[src/rtl/fetch_pkg.sv]
// Shared types and constants for the instruction-fetch controller.
// Optional performance counters are enabled with FETCH_PERF_CNT_EN.
package fetch_pkg;

    localparam int DEF_ADDR_W  = 8;
    localparam int DEF_INSTR_W = 8;
    localparam logic [7:0] DEF_HALT_OPCODE = 8'hFF;
    localparam int CNT_W = 16;

    typedef enum logic [1:0] {
        ST_IDLE  = 2'd0,
        ST_FETCH = 2'd1,
        ST_HALT  = 2'd2
    } fetch_state_e;

    function automatic logic [CNT_W-1:0] sat_inc(input logic [CNT_W-1:0] value);
        logic [CNT_W-1:0] all_ones;
        all_ones = {CNT_W{1'b1}};
        return (value == all_ones) ? value : value + {{(CNT_W-1){1'b0}}, 1'b1};
    endfunction

endpackage

[src/rtl/fetch_unit_if.sv]
// Bus bundle between the fetch unit, instruction memory, hazard unit and decode.
// Counter signals exist only when FETCH_PERF_CNT_EN is defined.
interface fetch_unit_if
    import fetch_pkg::*;
#(
    parameter int ADDR_W  = DEF_ADDR_W,
    parameter int INSTR_W = DEF_INSTR_W
);
    logic               run;
    logic [ADDR_W-1:0]  imem_addr;
    logic [INSTR_W-1:0] imem_instr;
    logic               stall;
    logic               redirect;
    logic [ADDR_W-1:0]  redirect_pc;
    logic [ADDR_W-1:0]  pc;
    logic [INSTR_W-1:0] id_instr;
    logic [ADDR_W-1:0]  id_pc;
    logic               id_valid;
    logic               halted;
`ifdef FETCH_PERF_CNT_EN
    logic [CNT_W-1:0]   fetch_cnt;
    logic [CNT_W-1:0]   stall_cnt;
`endif

    modport master (
        input  run, imem_instr, stall, redirect, redirect_pc,
        output imem_addr, pc, id_instr, id_pc, id_valid, halted
`ifdef FETCH_PERF_CNT_EN
        , output fetch_cnt, stall_cnt
`endif
    );

    modport slave (
        output run, imem_instr, stall, redirect, redirect_pc,
        input  imem_addr, pc, id_instr, id_pc, id_valid, halted
`ifdef FETCH_PERF_CNT_EN
        , input fetch_cnt, stall_cnt
`endif
    );

endinterface

[src/rtl/fetch_perf_cnt.sv]
// Saturating event counter with enable, cleared only by reset.
module fetch_perf_cnt
    import fetch_pkg::*;
#(
    parameter int W = CNT_W
) (
    input  logic         clk,
    input  logic         rst_n,
    input  logic         en,
    output logic [W-1:0] cnt
);

    logic [W-1:0] cnt_r;

    // Count enabled cycles, sticking at all-ones.
    always_ff @(posedge clk or negedge rst_n) begin
        if (!rst_n) begin
            cnt_r <= {W{1'b0}};
        end else if (en && (cnt_r != {W{1'b1}})) begin
            cnt_r <= cnt_r + {{(W-1){1'b0}}, 1'b1};
        end else begin
            cnt_r <= cnt_r;
        end
    end

    assign cnt = cnt_r;

endmodule

[src/rtl/fetch_unit.sv]
// Instruction-fetch controller: owns the PC, reads async imem, fills IF/ID.
// Define FETCH_PERF_CNT_EN to add the fetch/stall performance counters.
module fetch_unit
    import fetch_pkg::*;
#(
    parameter int                 ADDR_W      = DEF_ADDR_W,
    parameter int                 INSTR_W     = DEF_INSTR_W,
    parameter logic [ADDR_W-1:0]  RESET_PC    = {ADDR_W{1'b0}},
    parameter logic [INSTR_W-1:0] HALT_OPCODE = INSTR_W'(DEF_HALT_OPCODE)
) (
    input  logic         clk,
    input  logic         rst_n,
    fetch_unit_if.master bus
);

    localparam logic [1:0] S_IDLE  = ST_IDLE;
    localparam logic [1:0] S_FETCH = ST_FETCH;
    localparam logic [1:0] S_HALT  = ST_HALT;
    localparam logic [ADDR_W-1:0] PC_ONE = {{(ADDR_W-1){1'b0}}, 1'b1};

    logic [1:0]         state_r;
    logic [ADDR_W-1:0]  pc_r;
    logic [INSTR_W-1:0] id_instr_r;
    logic [ADDR_W-1:0]  id_pc_r;
    logic               id_valid_r;
    logic               halted_r;
    logic               is_halt_s;

    // Decode of the byte currently returned by instruction memory.
    always_comb begin
        is_halt_s = 1'b0;
        if (bus.imem_instr == HALT_OPCODE) begin
            is_halt_s = 1'b1;
        end else begin
            is_halt_s = 1'b0;
        end
    end

    // State machine, PC and IF/ID register; redirect outranks stall everywhere.
    always_ff @(posedge clk or negedge rst_n) begin
        if (!rst_n) begin
            state_r    <= S_IDLE;
            pc_r       <= RESET_PC;
            id_instr_r <= {INSTR_W{1'b0}};
            id_pc_r    <= {ADDR_W{1'b0}};
            id_valid_r <= 1'b0;
            halted_r   <= 1'b0;
        end else begin
            case (state_r)
                S_IDLE: begin
                    id_valid_r <= 1'b0;
                    if (bus.run) begin
                        state_r <= S_FETCH;
                    end
                end
                S_FETCH: begin
                    if (bus.redirect) begin
                        pc_r       <= bus.redirect_pc;
                        id_valid_r <= 1'b0;
                    end else if (!bus.stall) begin
                        id_instr_r <= bus.imem_instr;
                        id_pc_r    <= pc_r;
                        id_valid_r <= 1'b1;
                        if (is_halt_s) begin
                            state_r  <= S_HALT;
                            halted_r <= 1'b1;
                        end else begin
                            pc_r <= pc_r + PC_ONE;
                        end
                    end
                end
                S_HALT: begin
                    // A redirect here comes from an older branch, so the HALT was speculative.
                    if (bus.redirect) begin
                        pc_r       <= bus.redirect_pc;
                        id_valid_r <= 1'b0;
                        state_r    <= S_FETCH;
                        halted_r   <= 1'b0;
                    end else if (!bus.stall) begin
                        id_valid_r <= 1'b0;
                    end
                end
                default: begin
                    state_r    <= S_IDLE;
                    id_valid_r <= 1'b0;
                    halted_r   <= 1'b0;
                end
            endcase
        end
    end

    assign bus.imem_addr = pc_r;
    assign bus.pc        = pc_r;
    assign bus.id_instr  = id_instr_r;
    assign bus.id_pc     = id_pc_r;
    assign bus.id_valid  = id_valid_r;
    assign bus.halted    = halted_r;

`ifdef FETCH_PERF_CNT_EN
    logic             fetch_en_s;
    logic             stall_en_s;
    logic [CNT_W-1:0] fetch_cnt_s;
    logic [CNT_W-1:0] stall_cnt_s;

    // Count IF/ID loads and stalled FETCH cycles that are not overridden by redirect.
    always_comb begin
        fetch_en_s = 1'b0;
        stall_en_s = 1'b0;
        if (state_r == S_FETCH && !bus.redirect) begin
            fetch_en_s = !bus.stall;
            stall_en_s = bus.stall;
        end else begin
            fetch_en_s = 1'b0;
            stall_en_s = 1'b0;
        end
    end

    fetch_perf_cnt #(.W(CNT_W)) u_fetch_cnt (
        .clk   (clk),
        .rst_n (rst_n),
        .en    (fetch_en_s),
        .cnt   (fetch_cnt_s)
    );

    fetch_perf_cnt #(.W(CNT_W)) u_stall_cnt (
        .clk   (clk),
        .rst_n (rst_n),
        .en    (stall_en_s),
        .cnt   (stall_cnt_s)
    );

    assign bus.fetch_cnt = fetch_cnt_s;
    assign bus.stall_cnt = stall_cnt_s;
`endif

endmodule
[src/flat_wrapper.sv]
// flat-port wrapper written by rule: the top's interface ports become plain ports
module fetch_unit_flat import fetch_pkg::*;
#(
    parameter int                 ADDR_W      = DEF_ADDR_W,
    parameter int                 INSTR_W     = DEF_INSTR_W,
    parameter logic [ADDR_W-1:0]  RESET_PC    = {ADDR_W{1'b0}},
    parameter logic [INSTR_W-1:0] HALT_OPCODE = INSTR_W'(DEF_HALT_OPCODE)
)
  (clk, rst_n, bus_run, bus_imem_instr, bus_stall, bus_redirect, bus_redirect_pc, bus_imem_addr, bus_pc, bus_id_instr, bus_id_pc, bus_id_valid, bus_halted);
  fetch_unit_if #(.ADDR_W(ADDR_W), .INSTR_W(INSTR_W)) bus_i ();
  input  logic clk;
  input  logic rst_n;
  input wire logic [$bits(bus_i.run)-1:0] bus_run;
  input wire logic [$bits(bus_i.imem_instr)-1:0] bus_imem_instr;
  input wire logic [$bits(bus_i.stall)-1:0] bus_stall;
  input wire logic [$bits(bus_i.redirect)-1:0] bus_redirect;
  input wire logic [$bits(bus_i.redirect_pc)-1:0] bus_redirect_pc;
  output wire logic [$bits(bus_i.imem_addr)-1:0] bus_imem_addr;
  output wire logic [$bits(bus_i.pc)-1:0] bus_pc;
  output wire logic [$bits(bus_i.id_instr)-1:0] bus_id_instr;
  output wire logic [$bits(bus_i.id_pc)-1:0] bus_id_pc;
  output wire logic [$bits(bus_i.id_valid)-1:0] bus_id_valid;
  output wire logic [$bits(bus_i.halted)-1:0] bus_halted;
  assign bus_i.run = bus_run;
  assign bus_i.imem_instr = bus_imem_instr;
  assign bus_i.stall = bus_stall;
  assign bus_i.redirect = bus_redirect;
  assign bus_i.redirect_pc = bus_redirect_pc;
  assign bus_imem_addr = bus_i.imem_addr;
  assign bus_pc = bus_i.pc;
  assign bus_id_instr = bus_i.id_instr;
  assign bus_id_pc = bus_i.id_pc;
  assign bus_id_valid = bus_i.id_valid;
  assign bus_halted = bus_i.halted;
  fetch_unit #(.ADDR_W(ADDR_W), .INSTR_W(INSTR_W), .RESET_PC(RESET_PC), .HALT_OPCODE(HALT_OPCODE)) u_core (.clk(clk), .rst_n(rst_n), .bus(bus_i));
endmodule
[config.mk]
export PLATFORM = sky130hd
export DESIGN_NAME = fetch_unit_flat
export DESIGN_NICKNAME = d
export VERILOG_FILES = /design/src/rtl/fetch_pkg.sv /design/src/rtl/fetch_unit_if.sv /design/src/rtl/fetch_perf_cnt.sv /design/src/rtl/fetch_unit.sv /design/src/flat_wrapper.sv
export SDC_FILE = /design/constraint.sdc
export NUM_CORES = 1
export LEC_CHECK = 0
export ABC_CLOCK_PERIOD_IN_PS = 2430
export BUFFER_PORTS_ARGS = -buffer_cell sky130_fd_sc_hd__buf_2
export CAP_MARGIN = 10
export CORE_MARGIN = 2
export CORE_UTILIZATION = 51
export CTS_BUF_LIST = sky130_fd_sc_hd__clkbuf_2 sky130_fd_sc_hd__clkbuf_4 sky130_fd_sc_hd__clkbuf_8
export DETAILED_ROUTE_END_ITERATION = 10
export GPL_TIMING_DRIVEN = 0
export MAX_ROUTING_LAYER = met4
export PLACE_DENSITY = 0.92
export REMOVE_ABC_BUFFERS = 1
export SETUP_SLACK_MARGIN = 0.2
export SLEW_MARGIN = 40
export SYNTH_ARGS = -nofsm -noshare
export SYNTH_HDL_FRONTEND = slang
export SYNTH_SLANG_ARGS = --single-unit
[constraint.sdc]
create_clock -name clk -period 2.43 [get_ports clk]
set_input_delay 0.243 -clock clk [delete_from_list [all_inputs] [get_ports clk]]
set_output_delay 0.243 -clock clk [all_outputs]
set_load 0.01 [all_outputs]
Word-level counts from Yosys, hierarchy flattened --
Cells that the tools add are included.
Word-level totals: bits in registers 28
Cells by class: $add $sub $neg 1, eq/ne operators 11, mux-type cells 22, bitwise logic cells 3, reduce and logical (&&, ||, !) cells 7
Operators by type and width (count):
- two-way mux 8 bit | 4
- one-hot mux 8 bit (2 select lines) | 1
- two-way mux 2 bit | 5
- AND reduction 5 bit | 2
- two-way mux 1 bit | 9
- inequality test 3 bit (second input constant) | 3
- adder 8 x 1 -> 8 bit (second input constant) | 1
- == test 8 bit (second input constant) | 1
- inequality test 2 bit (second input constant) | 4
- one-hot mux 2 bit (3 select lines) | 1
- AND reduction 4 bit | 1
- NOT 1 bit | 3
- one-hot mux 1 bit (3 select lines) | 1
- AND reduction 3 bit | 1
- == test 2 x 1 -> 1 bit (second input constant) | 1
- == test 2 bit (second input constant) | 1
- logical NOT 2 bit | 1
- inequality test 2 x 1 -> 1 bit (second input constant) | 1
- one-hot mux 1 bit (2 select lines) | 1
- AND reduction 2 bit | 1
- nonzero test 2 bit | 1

Longest topological paths before layout --
Gate-level depths: netlist (run 1).
depth after elaboration 6, mapped depth 7

Least setup slack after synthesis (run 1) --
No wires, ideal clock.
path kind register to register, from reg u_core.state_r[1], to reg u_core.id_instr_r[0] (netlist: u_core.bus.id_instr[0]), data arrival time 1568 ps, data required time 2305 ps, slack 737 ps, stages on the path, launching flop included 7, buffers on the path 1, clock period less this slack 1693 ps, cell sequence dfrtp_1 > inv_1 > ha_1 > nand2b_1 > nor2_2 > buf_6 > mux2_2
Between the ends: cells in the longest elaborated chain, start to end 2
RTL lines:
- from (decl) | line fetch_unit.sv:21 | logic [1:0] state_r;
- from (signal assigned) | line fetch_unit.sv:42 | state_r <= S_IDLE;
- from (signal assigned) | line fetch_unit.sv:53 | state_r <= S_FETCH;
- from (signal assigned) | line fetch_unit.sv:65 | state_r <= S_HALT;
- == test 2 x 1 -> 1 bit | line fetch_unit.sv:49 | case (state_r)
- AND reduction 3 bit (no source line)
- to (signal assigned) | line fetch_unit.sv:44 | id_instr_r <= {INSTR_W{1'b0}};
- to (signal assigned) | line fetch_unit.sv:61 | id_instr_r <= bus.imem_instr;
- to (decl) | line fetch_unit.sv:23 | logic [INSTR_W-1:0] id_instr_r;
No other way between the ends. A chain may end at the register's enable or synchronous reset.

Worst setup path after layout (run 1) --
from reg u_core.state_r[0], to reg u_core.pc_r[1] (netlist: u_core.bus.imem_addr[1])
Between the ends: cells in the longest elaborated chain, start to end 3, elaborated cells between the ends (all ways) 8, classes of those cells eq/ne: 5; mux: 1; reduce/logical: 2
RTL lines:
- == test 2 x 1 -> 1 bit or == test 2 bit (tied branches) | line fetch_unit.sv:49
- inequality test 3 bit (no source line) (tied with other cells)
- AND reduction 4 bit (no source line)
- to (signal assigned) | line fetch_unit.sv:58 | pc_r <= bus.redirect_pc;
- to (signal assigned) | line fetch_unit.sv:68 | pc_r <= pc_r + PC_ONE;
- to (signal assigned) | line fetch_unit.sv:75 | pc_r <= bus.redirect_pc;
- to (decl) | line fetch_unit.sv:22 | logic [ADDR_W-1:0] pc_r;
Parallel ways exist; a longest one is shown, timed or not.

==> results of run 1 <==
flip-flops by register name, summed over array words and instances (netlist names):
| register | flops |
|---|---|
| u_core.state_r | 2 |
| u_core.bus.imem_addr | 8 |
| u_core.bus.id_instr | 8 |
| u_core.bus.id_pc | 8 |
| u_core.bus.id_valid | 1 |
| u_core.bus.halted | 1 |
layout make-up:
class	instances	share of cell area [%]
inverters	7	1.49
flip-flops and latches	28	39.9
multi-input cells	87	39.2
repair buffers	55	15.9
clock buffers	3	1.28
well taps	31	2.21
metal layers:
| metal | wire length (µm) | vias to the layer above |
|---|---|---|
| li1 | - | 581 |
| met1 | 1330 | 578 |
| met2 | 1590 | 43 |
| met3 | 161 | 5 |
| met4 | 51 | 0 |
| met5 | 0 | - |
cells in the final DEF, fill, tap and decap left out:
cell type / instances
o21a_1: 2
a21oi_2: 2
o22ai_1: 2
o32ai_1: 1
buf_2: 54
o221ai_1: 2
nand2_1: 6
nor3_1: 2
o22a_1: 1
nor2_2: 1
mux2_4: 1
a31oi_1: 1
nand2b_1: 2
o21bai_1: 2
a22oi_1: 2
and3_1: 1
mux2i_1: 1
dlygate4sd3_1: 1
nor2_4: 1
a22o_1: 1
a21oi_1: 2
inv_1: 7
o21ai_0: 7
or4_4: 1
dfrtp_1: 28
o21ba_2: 1
and4_1: 1
nand4_1: 4
a211oi_1: 4
ha_1: 5
nand3_1: 3
a2bb2oi_1: 4
nor2_1: 4
nor2b_1: 2
a41oi_1: 1
clkbuf_4: 3
mux2_2: 17
report_power, final:
group	internal, mW	leakage, nW	switching (mW)
registers	0.676	0.328	0.191
clock network	0.0584	0.0138	0.131
logic	0.497	0.482	0.514
per-stage QoR:
step           area, µm²  cells  hold slack, ns  util, %  total power [mW]
2_1_floorplan       1410    122         -0.0526        -              1.47
3_3_place_gp        1720    207           0.274     61.8              1.83
3_5_place_dp        1720    207           0.291     61.8              1.89
4_1_cts             1750    211           0.142     62.9              2.08
5_1_grt             1760    211           0.141     63.2              2.22
6_report            1760    211           0.152     63.2              2.07
cells by family (layout without fill, tap and decap cells):
kind of cell    count (synthesis)  count (layout)  synth area share, %
compound gates                 35              35                 17.0
fa+ha+maj                       5               5                 4.18
buf+inv                        18              65                 7.61
flops                          28              28                 46.8
mux                            19              19                 14.5
simple gates                   28              28                 9.95
repair_timing:
action	CTS	global route
setup endpoints to repair	0	2
hold buffers	1	0
hold endpoints to repair	28	0
resized for setup	0	1
Yosys cell counts, drive strengths merged (2+ instances only):
cell / instances
a211oi: 4
a21oi: 4
a22oi: 2
a2bb2oi: 4
buf: 11
dfrtp: 28
ha: 5
inv: 7
mux2: 18
nand2: 6
nand2b: 2
nand3: 3
nand4: 4
nor2: 6
nor2b: 2
nor3: 2
o21a: 2
o21ai: 7
o21bai: 2
o221ai: 2
o22ai: 2
worst paths after layout:
kind                              startpoint                 endpoint  slack (ns)  cells past startpoint
max in group asynchronous              rst_n   u_core.bus.id_instr[0]        1.59                      2
min                        bus_imem_instr[5]   u_core.bus.id_instr[5]        0.15                      2
min in group asynchronous              rst_n      u_core.bus.id_pc[0]        0.44                      2
min reg2reg                u_core.bus.halted        u_core.bus.halted        0.51                      1
max                        u_core.state_r[0]  u_core.bus.imem_addr[1]        0.47                      5
max reg2reg                u_core.state_r[0]  u_core.bus.imem_addr[1]        0.47                      5
worst max-delay path, delay by kind of cell, from the launching register on:
| kind | cells | cell delay, ns |
|---|---|---|
| buffers and inverters | 1 | 0.09 |
| and+or+nand+nor | 1 | 0.43 |
| muxes | 2 | 0.64 |
| adders and majority gates | 1 | 0.30 |
| DFF | 1 | 0.41 |
==> reports/qor.yml, run 1 <==
grt:
  globalRouteMet2Util_pct: 34.1
  antenna_found_initial: 0
  grt_pass1_vias: 1123
  grt-ovfl-total: 0
  grt_busiest_layer: "met2"
  grtUsageMet1_pct: 25.1
  grt_pass1_wl_um: 5090
  grt_max_degree: 29
  gr-usage-met3_pct: 2.68
  grtUsageTotal_pct: 20.4
sta:
  setup_slack_ns: 0.466
  slew_viol_final: 0
  max-slew-margin-rel_pct: 59.2
  fin_skew_ns: 0.000904
  max_clock_freq_ghz: 0.509
  fin_crit_ns: 1.96
  tightestPinTransition_ns: 0.612
  fin_crit_sh_pct: 80.8
  setup_viol: 0
  finalHoldViolations: 0
  setup_tns_ns: 0
  rsz0062_at_grt: "no"
logic_synthesis:
  synth-async-reset-ratio_pct: 100
  yosysTopAreaCellShare_pct: 46.8
  syn_area_um2: 1500
  ys_seq_area_share_pct: 46.8
  synthFlopType: "dfrtp_1"
  synth-seq-cells: 28
  synth_cell_types: 36
  synth_warnings: 0
  syn_inst: 133
  synth_edf_count: 0
  synth_area_leaders: "dfrtp_1 (47%), mux2_2 (13%), ha_1 (4.2%), buf_4 (4.0%), a2bb2oi_1 (2.3%)"
  synth_top_area_cell: "dfrtp_1"
  syn_area_per_cell_um2: 11.3
floorplanning:
  die_y_um: 58.2
  rows: 19
  start_util_pct: 53.8
  design.core.area_um2: 2780
  num_io_pins: 55
  die_w_um: 58.2
  dieArea_um2: 3380
pwr:
  powerDensity_nw_per_um2: 1180
  peakVddDrop_mv: 0.872
  p_leak_nw: 0.824
place:
  dp_hpwl_um: 2380
  place_ws_ns: 0.255
  io_buffers: 54
  place_congestion: 0.820
layout:
  fillers: 233
  synthToLayoutAreaGrowth_pct: 17.5
  regArea_um2: 701
  diodes: 0
  layout.nets: 208
  drive_gt1_share_pct: 45.0
  multi_input_area_um2: 689
routing:
  drt-total-wl_um: 3140
  drc: 0
  first_iter_violations: 40
  viasPerCell: 5.72
  wl_per_cell_um: 14.9
  postRouteAntennaNets: 0
  first_pass_iters: 5
  vias: 1207
cts:
  ctsLongestPathBuffers: 2
  clk_pin_slew_ns: 0.14
  postCtsSetupRepairBufs: 0
  cts_root_buf: "clkbuf_4"
  cts_inserted_buffers: 3
  h-tree-depth: 1
  clkLatencyLatePin_ns: 0.33
  cts_tree: "yes"
  cts.sink_count: 28
worst_setup_path:
  crit_arrival_ns: 2.20
  crit_chain: "inv_1, ha_1, nor2_2, mux2_2, mux2_4"
  critPathRequiredTime_ns: 2.66
  cp_slowest_cell: "nor2_2"
  critPathLaunchType: "flip-flop"
  criticalPathCategory: "flip-flop to flip-flop"
  critPathMaxFanout: 14
  cp_slowest_stage_delay_ns: 0.43
  cp-end-kind: "flip-flop"
job:
  cap_violations: 0
outcome:
  status: "finished clean"
hold_path:
  hp-class: "input pin to flip-flop"
Note: power is estimated with default switching activity, not from simulation.
==> run 2: changes to the inputs <==
--- a/config.mk
+++ b/config.mk
@@ -5,7 +5,7 @@
 export SDC_FILE = /design/constraint.sdc
 export NUM_CORES = 1
 export LEC_CHECK = 0
-export ABC_CLOCK_PERIOD_IN_PS = 2430
+export ABC_CLOCK_PERIOD_IN_PS = 1900
 export BUFFER_PORTS_ARGS = -buffer_cell sky130_fd_sc_hd__buf_2
 export CAP_MARGIN = 10
 export CORE_MARGIN = 2
==> constraint.sdc (replaced) <==
create_clock -name clk -period 1.9 [get_ports clk]
set_input_delay 0.19 -clock clk [delete_from_list [all_inputs] [get_ports clk]]
set_output_delay 0.19 -clock clk [all_outputs]
set_load 0.01 [all_outputs]
==> run 2 against run 1 <==
  * Non-clock buffer count increased by 9
  * Clock skew rose by 0.0082 ns
  * Largest power group unchanged
  * Power grew 39%
  * Die area unchanged
  * Design area up 8.4%
  * Hold slack worse by 0.068 ns
  * Register-to-register slack lost 0.22 ns
  * Cell count rose by 4.3%
  * Highest routed layer unchanged
  * Largest cell class is now multi-input gates
  * Worst setup slack worse by 0.22 ns
==> reports/qor.yml, run 2 (synthesis results as in run 1) <==
pwr:
  internal_power_mw: 1.70  # +38%
  pwr-share-seq_pct: 39.1  # -2.8 points
  powerDensity_nw_per_um2: 1500  # +28%
  switchingPower_mw: 1.17  # +39%
  p_total_mw: 2.86  # +39%
  p_sw_share_pct: 40.7  # +0.26 points
  p_comb_share_pct: 52.1  # +3.2 points
  peakVddDrop_mv: 1.14  # +30%
  p_leak_nw: 0.888  # +7.7%
  p_clk_share_pct: 8.8  # -0.4 points
worst_setup_path:
  worstRegToRegCells: 5  # unchanged
  cp_slowest_stage_delay_ns: 0.44  # about the same
  regToRegStartpoint: "u_core.state_r[1]"
  crit_arrival_ns: 1.89  # -0.31 ns
  cp-end-kind: "flip-flop"
  critPathRequiredTime_ns: 2.14  # -0.52 ns
  crit_chain: "buf_4, ha_4, nor2_4, mux2_2, mux2_4"
  critPathMaxFanout: 8  # -6
  startpoint: "u_core.state_r[1]"
  critPathLaunchType: "flip-flop"
  cp_slowest_cell: "dfrtp_1"
  criticalPathCategory: "flip-flop to flip-flop"
grt:
  antenna_found_initial: 0  # unchanged
  grt_busiest_layer: "met2"
  gr-usage-met3_pct: 2.68  # unchanged
  grt-ovfl-total: 0  # unchanged
  grt_max_degree: 29  # unchanged
  grtUsageTotal_pct: 21.6  # +1.2 points
  grtUsageMet1_pct: 27.4  # +2.3 points
  grt_pass1_vias: 1167  # +3.9%
  globalRouteMet2Util_pct: 35.4  # +1.3 points
  grt_pass1_wl_um: 5400  # +6.1%
cts:
  h-tree-depth: 1  # unchanged
  cts_inserted_buffers: 3  # unchanged
  clk_pin_slew_ns: 0.15  # about the same
  ctsLongestPathBuffers: 2  # unchanged
  clkLatencyLatePin_ns: 0.34  # about the same
  cts.sink_count: 28  # unchanged
  cts_tree: "yes"
  cts_root_buf: "clkbuf_4"
sta:
  fin_skew_ns: 0.00911  # +0.00820 ns
  max-slew-margin-rel_pct: 58.2  # -1.0 points
  slew_viol_final: 0  # unchanged
  finalHoldViolations: 0  # unchanged
  fin_crit_sh_pct: 86.9  # +6.1 points
  max_clock_freq_ghz: 0.605  # +19%
  hold_slack_ns: 0.0838  # -0.0680 ns
  rsz0062_at_grt: "no"
  setup_viol: 0  # unchanged
  fin_crit_ns: 1.65  # -0.312 ns
  tightestPinTransition_ns: 0.628  # +0.0151 ns
layout:
  synthToLayoutAreaGrowth_pct: 27.3
  regArea_um2: 701  # unchanged
  layout_commonest_cell: "buf_2"
  drive_gt1_share_pct: 51.9  # +6.9 points
  diodes: 0  # unchanged
  multi_input_area_um2: 757  # +9.8%
  fillers: 221  # -5.2%
  layout.nets: 217  # +4.3%
  stdcell_area_um2: 1910  # +8.4%
  layout_common_cells: "buf_2 (54), dfrtp_1 (28), mux2_2 (17)"
routing:
  vias: 1305  # +8.1%
  wl_per_cell_um: 16.7  # +12%
  first_iter_violations: 69  # +73%
  postRouteAntennaNets: 0  # unchanged
  drt-total-wl_um: 3680  # +17%
  drc: 0  # unchanged
  first_pass_iters: 5  # unchanged
  viasPerCell: 5.93  # +3.7%
floorplanning:
  num_io_pins: 55  # unchanged
  dieArea_um2: 3380  # unchanged
  die_w_um: 58.2  # unchanged
  design.core.area_um2: 2780  # unchanged
  start_util_pct: 53.8  # unchanged
  rows: 19  # unchanged
  die_y_um: 58.2  # unchanged
place:
  place_area_um2: 1720  # unchanged
  io_buffers: 54  # unchanged
  dp_hpwl_um: 2380  # unchanged
  place_congestion: 0.820  # unchanged
hold_path:
  hp-class: "input pin to flip-flop"
  whs_path_depth: 2  # unchanged
  min_from: "bus_imem_instr[3]"
job:
  cap_violations: 0  # unchanged
outcome:
  status: "finished clean"
[run 2: final timing paths]
| path | end | slack [ns] |
|---|---|---|
| hold / removal | u_core.bus.id_instr[3] | 0.08 |
| hold reg to reg | u_core.bus.halted | 0.52 |
| max in group asynchronous | u_core.bus.imem_addr[3] | 1.10 |
| setup reg to reg | u_core.bus.imem_addr[1] | 0.25 |
| setup / recovery | u_core.bus.imem_addr[1] | 0.25 |
| min in group asynchronous | u_core.bus.imem_addr[7] | 0.39 |
[run 2: critical path, delay by kind of cell, from the launching register on]
kind                       cells  cell delay [ns]
buffers and inverters          1             0.16
DFF                            1             0.44
muxes                          2             0.60
adders and majority gates      1             0.19
and+or+nand+nor                1             0.16
[run 2: final cells by class]
class                           instances  area share (%)
Clock buffer                            3            1.18
Timing Repair Buffer                   64            18.9
Inverter                                7            1.38
Sequential cell                        28            36.8
Tap cell                               31            2.04
Multi-Input combinational cell         87            39.7
[run 2: metrics by stage]
| step | worst slack (ns) | util, % | cells | TNS, ns |
|---|---|---|---|---|
| after CTS | 0.206 | 65.7 | 216 | 0 |
| after floorplan | -0.0121 | - | 122 | -0.0121 |
| final | 0.248 | 68.5 | 220 | 0 |
| after global placement | -0.201 | 61.8 | 207 | -2.41 |
| after global routing | 0.177 | 68.5 | 220 | 0 |
| after detailed placement | -0.275 | 61.8 | 207 | -4.04 |
[run 2: what timing repair did]
action,4_1_cts,5_1_grt
buffers inserted,5,4
resized for setup,7,9
hold buffers,1,0
setup endpoints to repair,24,22
endpoints found under the hold margin,28,0
pin swaps,2,0
[run 2: power by group through the flow]
stage	logic [mW]	registers, mW	clock network, mW
after floorplan	0.619	1.26	0
after global placement	1.25	1.09	0
after detailed placement	1.30	1.12	0
after CTS	1.38	1.11	0.257
after global routing	1.61	1.16	0.272
final	1.49	1.12	0.252
[run 2: routing by layer]
layer	routed length (µm)	share of wire (%)
met5	0	0
met4	58	1.6
met3	211	5.7
met2	1930	52
met1	1480	40
